File: config.mk
export PLATFORM = sky130hd
export DESIGN_NAME = pairhmm_result_unpack
export DESIGN_NICKNAME = d
export VERILOG_FILES = /design/src/rtl/pairhmm_pkg.sv /design/src/rtl/pairhmm_result_unpack.sv
export SDC_FILE = /design/constraint.sdc
export NUM_CORES = 1
export LEC_CHECK = 0
export CORE_MARGIN = 2
export CORE_UTILIZATION = 45
export DETAILED_ROUTE_END_ITERATION = 10
export PLACE_DENSITY = 0.86
export SETUP_SLACK_MARGIN = 0.1
export SYNTH_ARGS = -nofsm -noshare
export SYNTH_HDL_FRONTEND = slang
export SYNTH_SLANG_ARGS = --single-unit
File: constraint.sdc
create_clock -name sys_clk -period 2 [get_ports sys_clk]
set_input_delay 0.3 -clock sys_clk [delete_from_list [all_inputs] [get_ports sys_clk]]
set_output_delay 0.3 -clock sys_clk [all_outputs]
set_load 0.005 [all_outputs]
File: src/rtl/pairhmm_pkg.sv
// -----------------------------------------------------------------------------
// pairhmm_pkg
// Shared definitions for the PairHMM result path.
//   PHMM_LANE_W   : width of one likelihood result (IEEE-754 single)
//   PHMM_LANES    : results packed into one result-FIFO word
//   PHMM_DATA_W   : result-FIFO word width
//   LANE0_AT_LSB  : lane ordering inside a FIFO word (1 = lane 0 is bits [31:0])
//   state_e       : result-unpacker control states
// -----------------------------------------------------------------------------
package pairhmm_pkg;

    localparam int PHMM_LANE_W = 32;
    localparam int PHMM_LANES  = 4;
    localparam int PHMM_DATA_W = PHMM_LANES * PHMM_LANE_W;

    // The diagonal engine writes pair k of a word into the k-th least
    // significant lane, so lane 0 sits at the bottom of the word.
    localparam bit LANE0_AT_LSB = 1'b1;

    typedef enum logic [2:0] {
        IDLE   = 3'd0,
        FETCH  = 3'd1,
        LOAD   = 3'd2,
        EMIT   = 3'd3,
        FINISH = 3'd4
    } state_e;

endpackage

File: src/rtl/pairhmm_result_unpack.sv
// -----------------------------------------------------------------------------
// pairhmm_result_unpack
// Drains the PairHMM diagonal result FIFO (LANES results per word) and
// serialises the results onto a valid/ready stream tagged with a 0-based
// pair index. A job of num_pairs results is launched by start; padding lanes
// of the final word are dropped and done pulses once at the end.
//
// Ports:
//   sys_clk, sys_rst         clock, synchronous active-high reset
//   start, num_pairs         job launch (accepted in IDLE only) and length
//   result_fifo_empty/rd     FIFO status / read strobe (one word per cycle)
//   result_fifo_rdat         FIFO read data, valid the cycle after rd
//   res_valid/ready          result stream handshake
//   res_data, res_id         result value and its pair index
//   res_last                 final result of the job
//   busy, done               job in progress / single-cycle completion pulse
// -----------------------------------------------------------------------------
module pairhmm_result_unpack #(
    parameter int DATA_W = pairhmm_pkg::PHMM_DATA_W,
    parameter int LANE_W = pairhmm_pkg::PHMM_LANE_W,
    parameter int LANES  = pairhmm_pkg::PHMM_LANES,
    parameter int ID_W   = 16
) (
    input  logic              sys_clk,
    input  logic              sys_rst,
    input  logic              start,
    input  logic [ID_W-1:0]   num_pairs,
    input  logic              result_fifo_empty,
    output logic              result_fifo_rd,
    input  logic [DATA_W-1:0] result_fifo_rdat,
    output logic              res_valid,
    input  logic              res_ready,
    output logic [LANE_W-1:0] res_data,
    output logic [ID_W-1:0]   res_id,
    output logic              res_last,
    output logic              busy,
    output logic              done
);

    import pairhmm_pkg::*;

    localparam int LANE_IDX_W = (LANES > 1) ? $clog2(LANES) : 1;
    localparam logic [LANE_IDX_W-1:0] LAST_LANE = LANE_IDX_W'(LANES - 1);

    state_e                state_q, state_d;
    logic [DATA_W-1:0]     word_q,  word_d;
    logic [LANE_IDX_W-1:0] lane_q,  lane_d;
    logic [ID_W-1:0]       rem_q,   rem_d;
    logic [ID_W-1:0]       id_q,    id_d;

    // Lane multiplexer: picks one result out of the captured word.
    function automatic logic [LANE_W-1:0] lane_sel(
        input logic [DATA_W-1:0]     word,
        input logic [LANE_IDX_W-1:0] lane
    );
        logic [LANE_IDX_W-1:0] slot;
        slot = LANE0_AT_LSB ? lane : (LAST_LANE - lane);
        return word[int'(slot) * LANE_W +: LANE_W];
    endfunction

    // Next-state, datapath update and output decode.
    always_comb begin
        state_d        = state_q;
        word_d         = word_q;
        lane_d         = lane_q;
        rem_d          = rem_q;
        id_d           = id_q;
        result_fifo_rd = 1'b0;
        res_valid      = 1'b0;
        res_data       = '0;
        res_id         = '0;
        res_last       = 1'b0;
        done           = 1'b0;
        busy           = (state_q != IDLE);

        case (state_q)
            IDLE: begin
                if (start) begin
                    if (num_pairs == '0) begin
                        rem_d   = '0;
                        state_d = FINISH;
                    end else begin
                        rem_d   = num_pairs;
                        id_d    = '0;
                        state_d = FETCH;
                    end
                end else begin
                    state_d = IDLE;
                end
            end

            FETCH: begin
                // Gated by reset so a word is never popped in the reset cycle.
                result_fifo_rd = !result_fifo_empty && !sys_rst;
                if (!result_fifo_empty) begin
                    state_d = LOAD;
                end else begin
                    state_d = FETCH;
                end
            end

            LOAD: begin
                word_d  = result_fifo_rdat;
                lane_d  = '0;
                state_d = EMIT;
            end

            EMIT: begin
                // Outputs depend only on registers, so they hold during a stall.
                res_valid = 1'b1;
                res_data  = lane_sel(word_q, lane_q);
                res_id    = id_q;
                res_last  = (rem_q == ID_W'(1));
                if (res_ready) begin
                    id_d  = id_q + ID_W'(1);
                    rem_d = rem_q - ID_W'(1);
                    if (rem_q == ID_W'(1)) begin
                        // Remaining lanes of this word are padding.
                        state_d = FINISH;
                    end else if (lane_q == LAST_LANE) begin
                        state_d = FETCH;
                    end else begin
                        lane_d  = lane_q + LANE_IDX_W'(1);
                    end
                end else begin
                    state_d = EMIT;
                end
            end

            FINISH: begin
                done    = 1'b1;
                state_d = IDLE;
            end

            default: begin
                state_d = IDLE;
            end
        endcase
    end

    // State and datapath registers with synchronous reset.
    always_ff @(posedge sys_clk) begin
        if (sys_rst) begin
            state_q <= IDLE;
            word_q  <= '0;
            lane_q  <= '0;
            rem_q   <= '0;
            id_q    <= '0;
        end else begin
            state_q <= state_d;
            word_q  <= word_d;
            lane_q  <= lane_d;
            rem_q   <= rem_d;
            id_q    <= id_d;
        end
    end

endmodule

Word-level counts from Yosys, hierarchy flattened

Index checks and enable logic that the tools add are counted.

Bits in registers: 165
Bits of input ports: 149
Output and inout port bits: 53
Logic and storage cells: 57

Add/sub/neg operators: 3
Equality and inequality tests: 12
Shifts and indexed selects: 1
Multiplexer cells: 25
Reduce and logical (&&, ||, !) cells: 11

Operators with widths:

| operator                | count |
|---|---|
| $shiftx A128 B8 Y32     | 1 |
| $mux W16                | 7 |
| $pmux W16 S2            | 2 |
| $mux W32                | 1 |
| $add A16 B1 Y16 const B | 1 |
| $eq A16 B1 Y1 const B   | 1 |
| $logic_not A16 Y1       | 1 |
| $sub A16 B1 Y16 const B | 1 |
| $mux W3                 | 5 |
| $pmux W3 S4             | 1 |
| $ne A2 B2 Y1 const B    | 5 |
| $mux W2                 | 4 |
| $reduce_and A4 Y1       | 2 |
| $eq A3 B2 Y1 const B    | 2 |
| $mux W1                 | 4 |
| $ne A4 B4 Y1 const B    | 1 |
| $pmux W2 S2             | 1 |
| $reduce_bool A2 Y1      | 2 |
| $eq A3 B1 Y1 const B    | 1 |
| $eq A3 B3 Y1 const B    | 1 |
| $logic_not A3 Y1        | 1 |
| $reduce_and A3 Y1       | 1 |
| $reduce_bool A3 Y1      | 1 |
| $add A2 B1 Y2 const B   | 1 |
| 3 further kinds         | 4 |

Depth between registers and ports, before layout

Depth in word-level cells: 5
Gate-level depth with buffers: 8

Worst setup path before layout

OpenSTA, ideal clock, no wires.

Path type: register to output
Start: reg lane_q[1]
End: out res_data[21]
Arrival time: 1.848 ns
Data required time: 1.700 ns
Slack: -0.148 ns
Stages on the path, launching flop included: 5
Path buffers: 2
Cell sequence: dfxtp_1 clkbuf_1 buf_1 mux4_2 and2_1

Longest elaborated chain between the ends: 2

RTL lines:

| element                | RTL line                     | RTL |
|---|---|---|
| start, declared        | pairhmm_result_unpack.sv:47  | `logic [LANE_IDX_W-1:0] lane_q, lane_d;` |
| start signal, assigned | pairhmm_result_unpack.sv:152 | `lane_q <= lane_d;` |
| $shiftx A128 B8 Y32    | pairhmm_result_unpack.sv:58  | `return word[int'(slot) * LANE_W +: LANE_W];` |
| $mux W32               | pairhmm_result_unpack.sv:76  | `case (state_q)` |
| end, declared          | pairhmm_result_unpack.sv:33  | `output logic [LANE_W-1:0] res_data,` |

Every way passes these cells.

Worst setup path in the final report

Start: reg lane_q[1]
End: out res_data[19]

Same word-level chain as after synthesis.

==> results.cfg <==
[sta]
timing.final.max_slew_violations = 0
tightestPinTransition_ps = 841.9
worst_clock_skew_ps = 13.88
timing.max_slew.rel_slack_pct = 43.87
minimum_hold_slack_ps = 289.7
timing.fmax_ghz = 0.4557
finalCriticalPeriod_ps = 2195
setup-violations-final = 43
layout_worst_path_cycle_share_pct = 109.7
final_hold_viol_count = 0
rsz0062_at_grt = yes
post-route-worst-setup-slack_ps = -194.6

[clock_tree]
clock_net_sink_count = 165
worst_skew_pair.late_latency_ps = 430
clk_transition_reported_paths_ps = 70
clock_tree.htree_level_count = 4
tritoncts_clock_tree = done
cts_root_buffer_type = clkbuf_16
tritoncts.num_buffers = 17
clock_tree.buffer_depth = 2

[setup_path]
critical_path_required_ps = 1700
timing.setup.critical_path_class = reg -> out
critical_path_arrival_ps = 1890
critical_path.endpoint_type = output port
timing.critical_path.from_type = flip-flop
critical_path_peak_fanout = 6

[route]
antenna_violating_nets_post_route = 0
drc = 0
drt-wirelength-per-cell_um = 19.82
vias = 8551
first_pass_iteration_count_of_the_detailed_router = 5
first_iter_violations = 706
route.detailed.vias_per_inst = 5.865
wl_mm = 28.89

[die]
placement_rows = 48
floorplan.initialDensity_pct = 45.72
fp.dieH_um = 136.3
chipWidth_um = 136.3
io_pins = 202
die-area_um2 = 18590
fp.coreArea_um2 = 17240

[place]
io_buffer_count = 201
place_inst = 1361
place_congestion = 0.8465
place_ws_ps = -437.8
dp_hpwl_mm = 15.81

[hold_path]
min_path_type = in -> reg

[logic_synthesis]
ys_warn_count = 0
yosysUniqueCellTypes = 58
synthArstFlopShare_pct = 0
synthesis.area_um2 = 7880
dominantRegCellSynth = dfxtp_1
synth.largest_area_cell = dfxtp_1
synth_enable_flop_cells = 0
synth_most_common_cell = nand2_1
synth.avg_cell_area_um2 = 8.251
postSynthNetCount = 1108
ys_seq_area_share_pct = 41.92
synth.top_cells.by_area = dfxtp_1, nand2_1, a21oi_1, mux4_2, and2_1
synth_commonest_cells = nand2_1, dfxtp_1, a21oi_1
synth_seq_cells = 165
syn-instance-count = 955
netlist.area_leader.share_pct = 41.92

[grt]
groute.usage.overall_pct = 27.21
grt_start_max_net_pins = 182
grt_pass1_wl_mm = 39.59
initial_antenna_violation_count = 2
grt_pass1_vias = 7867
gr-total-overflow = 0

[pwr]
p_per_area_nw_per_um2 = 687.5
irDropWorstVdd_mv = 0.6832
power.static_leakage_nw = 4.613

[layout]
flow.area_growth_from_synthesis_pct = 56.99
final_util_pct = 71.77
nFillCells = 1220
total_number_of_nets_in_the_final_design = 1372
post_route_cells_drive_above_1_share_pct = 28.73
final_cells = 1458

[flow_run]
cap_viol_max_count = 0

[outcome]
violations = setup timing
outcome = complete, but fails checks
## flip-flops by register name, indices dropped and copies added, names as in the netlist
| register | count |
|---|---|
| lane_q | 2 |
| state_q | 3 |
| word_q | 128 |
| rem_q | 16 |
| id_q | 16 |
## placed cells by master (no fill, tap or decap), types with 6 or more instances in the layout
master and n:
a211oi_2 6, a21oi_1 150, and2_1 13, and2_4 43
buf_12 21, buf_2 7, buf_4 60, buf_6 71
clkbuf_16 23, clkdlybuf4s50_1 132, dfxtp_1 160, dlygate4sd2_1 14
mux2_4 12, mux4_2 32, nand2_1 272, nand3_1 10
nand4_1 7, nor2_1 12, nor3_1 11, nor3_2 8
nor3b_1 6, nor3b_2 8, o21ai_0 19
## cell families (layout without fill, tap and decap cells)
family	count (synthesis)	in the layout	share of synthesized area, %
AND/OR/NAND/NOR	443	444	26.80
XOR/XNOR	1	1	0.1112
flip-flops	165	165	41.92
buffers and inverters	85	361	4.303
AO/OA/AOI/OAI	209	209	14.81
other	0	1	0
adder cells (fa/ha/maj)	4	4	0.6351
multiplexers	48	48	11.42
## report_power, final
part           switching [W]  leakage (nW)  internal [W]
logic               0.000904          3.01      0.000890
registers           0.000125          1.34       0.00347
clock network        0.00137         0.264       0.00175
total                0.00240          4.61       0.00611
## layer usage
layer	routed length, µm	GRT usage (%)	up-vias
li1	-	-	3861
met1	10950	32.76	4062
met2	14170	45.03	496
met3	2280	6.786	130
met4	1479	13.95	2
met5	19	0	-
## per-stage QoR
stage               cell area, µm²  setup TNS (ps)  power (W)
finish                       12370           -4180   0.008504
CTS                          11680           -4636   0.008227
floorplan                     7890               0   0.004355
detailed placement           10520           -9718   0.005063
global placement             10520           -8348   0.005021
global route                 12370           -6218   0.008799
## critical path: stages (launching register included)
cell and delay [ps]:
dfxtp_4 450, buf_6 150, buf_6 100, mux4_2 490
and2_4 160, buf_6 110
## timing repair
item,CTS,global route
hold buffers,0,0
pin swaps,44,30
cloned,6,7
endpoints found under the setup margin,73,74
buffers inserted,30,23
resized for setup,269,146
## layout make-up
type                    count  area, µm²  area share (%)
multi-input cells         706       4688           37.90
repair buffers            324       3512           28.39
flip-flops and latches    165       3314           26.79
clock buffers              21      450.4           3.641
well taps                 225      281.5           2.276
clock inverters            11      102.6          0.8294
inverters                   5      18.77          0.1517
diodes                      1      2.502         0.02023
## worst paths after layout
kind / startpoint / to / slack [ps] / cells after the start
min: sys_rst / state_q[2] / 290 / 4
min reg2reg: word_q[110] / word_q[110] / 450 / 2
max reg2reg: state_q[2] / id_q[14] / -70 / 8
max: lane_q[1] / res_data[19] / -190 / 5
(Power assumes the default switching activity.)
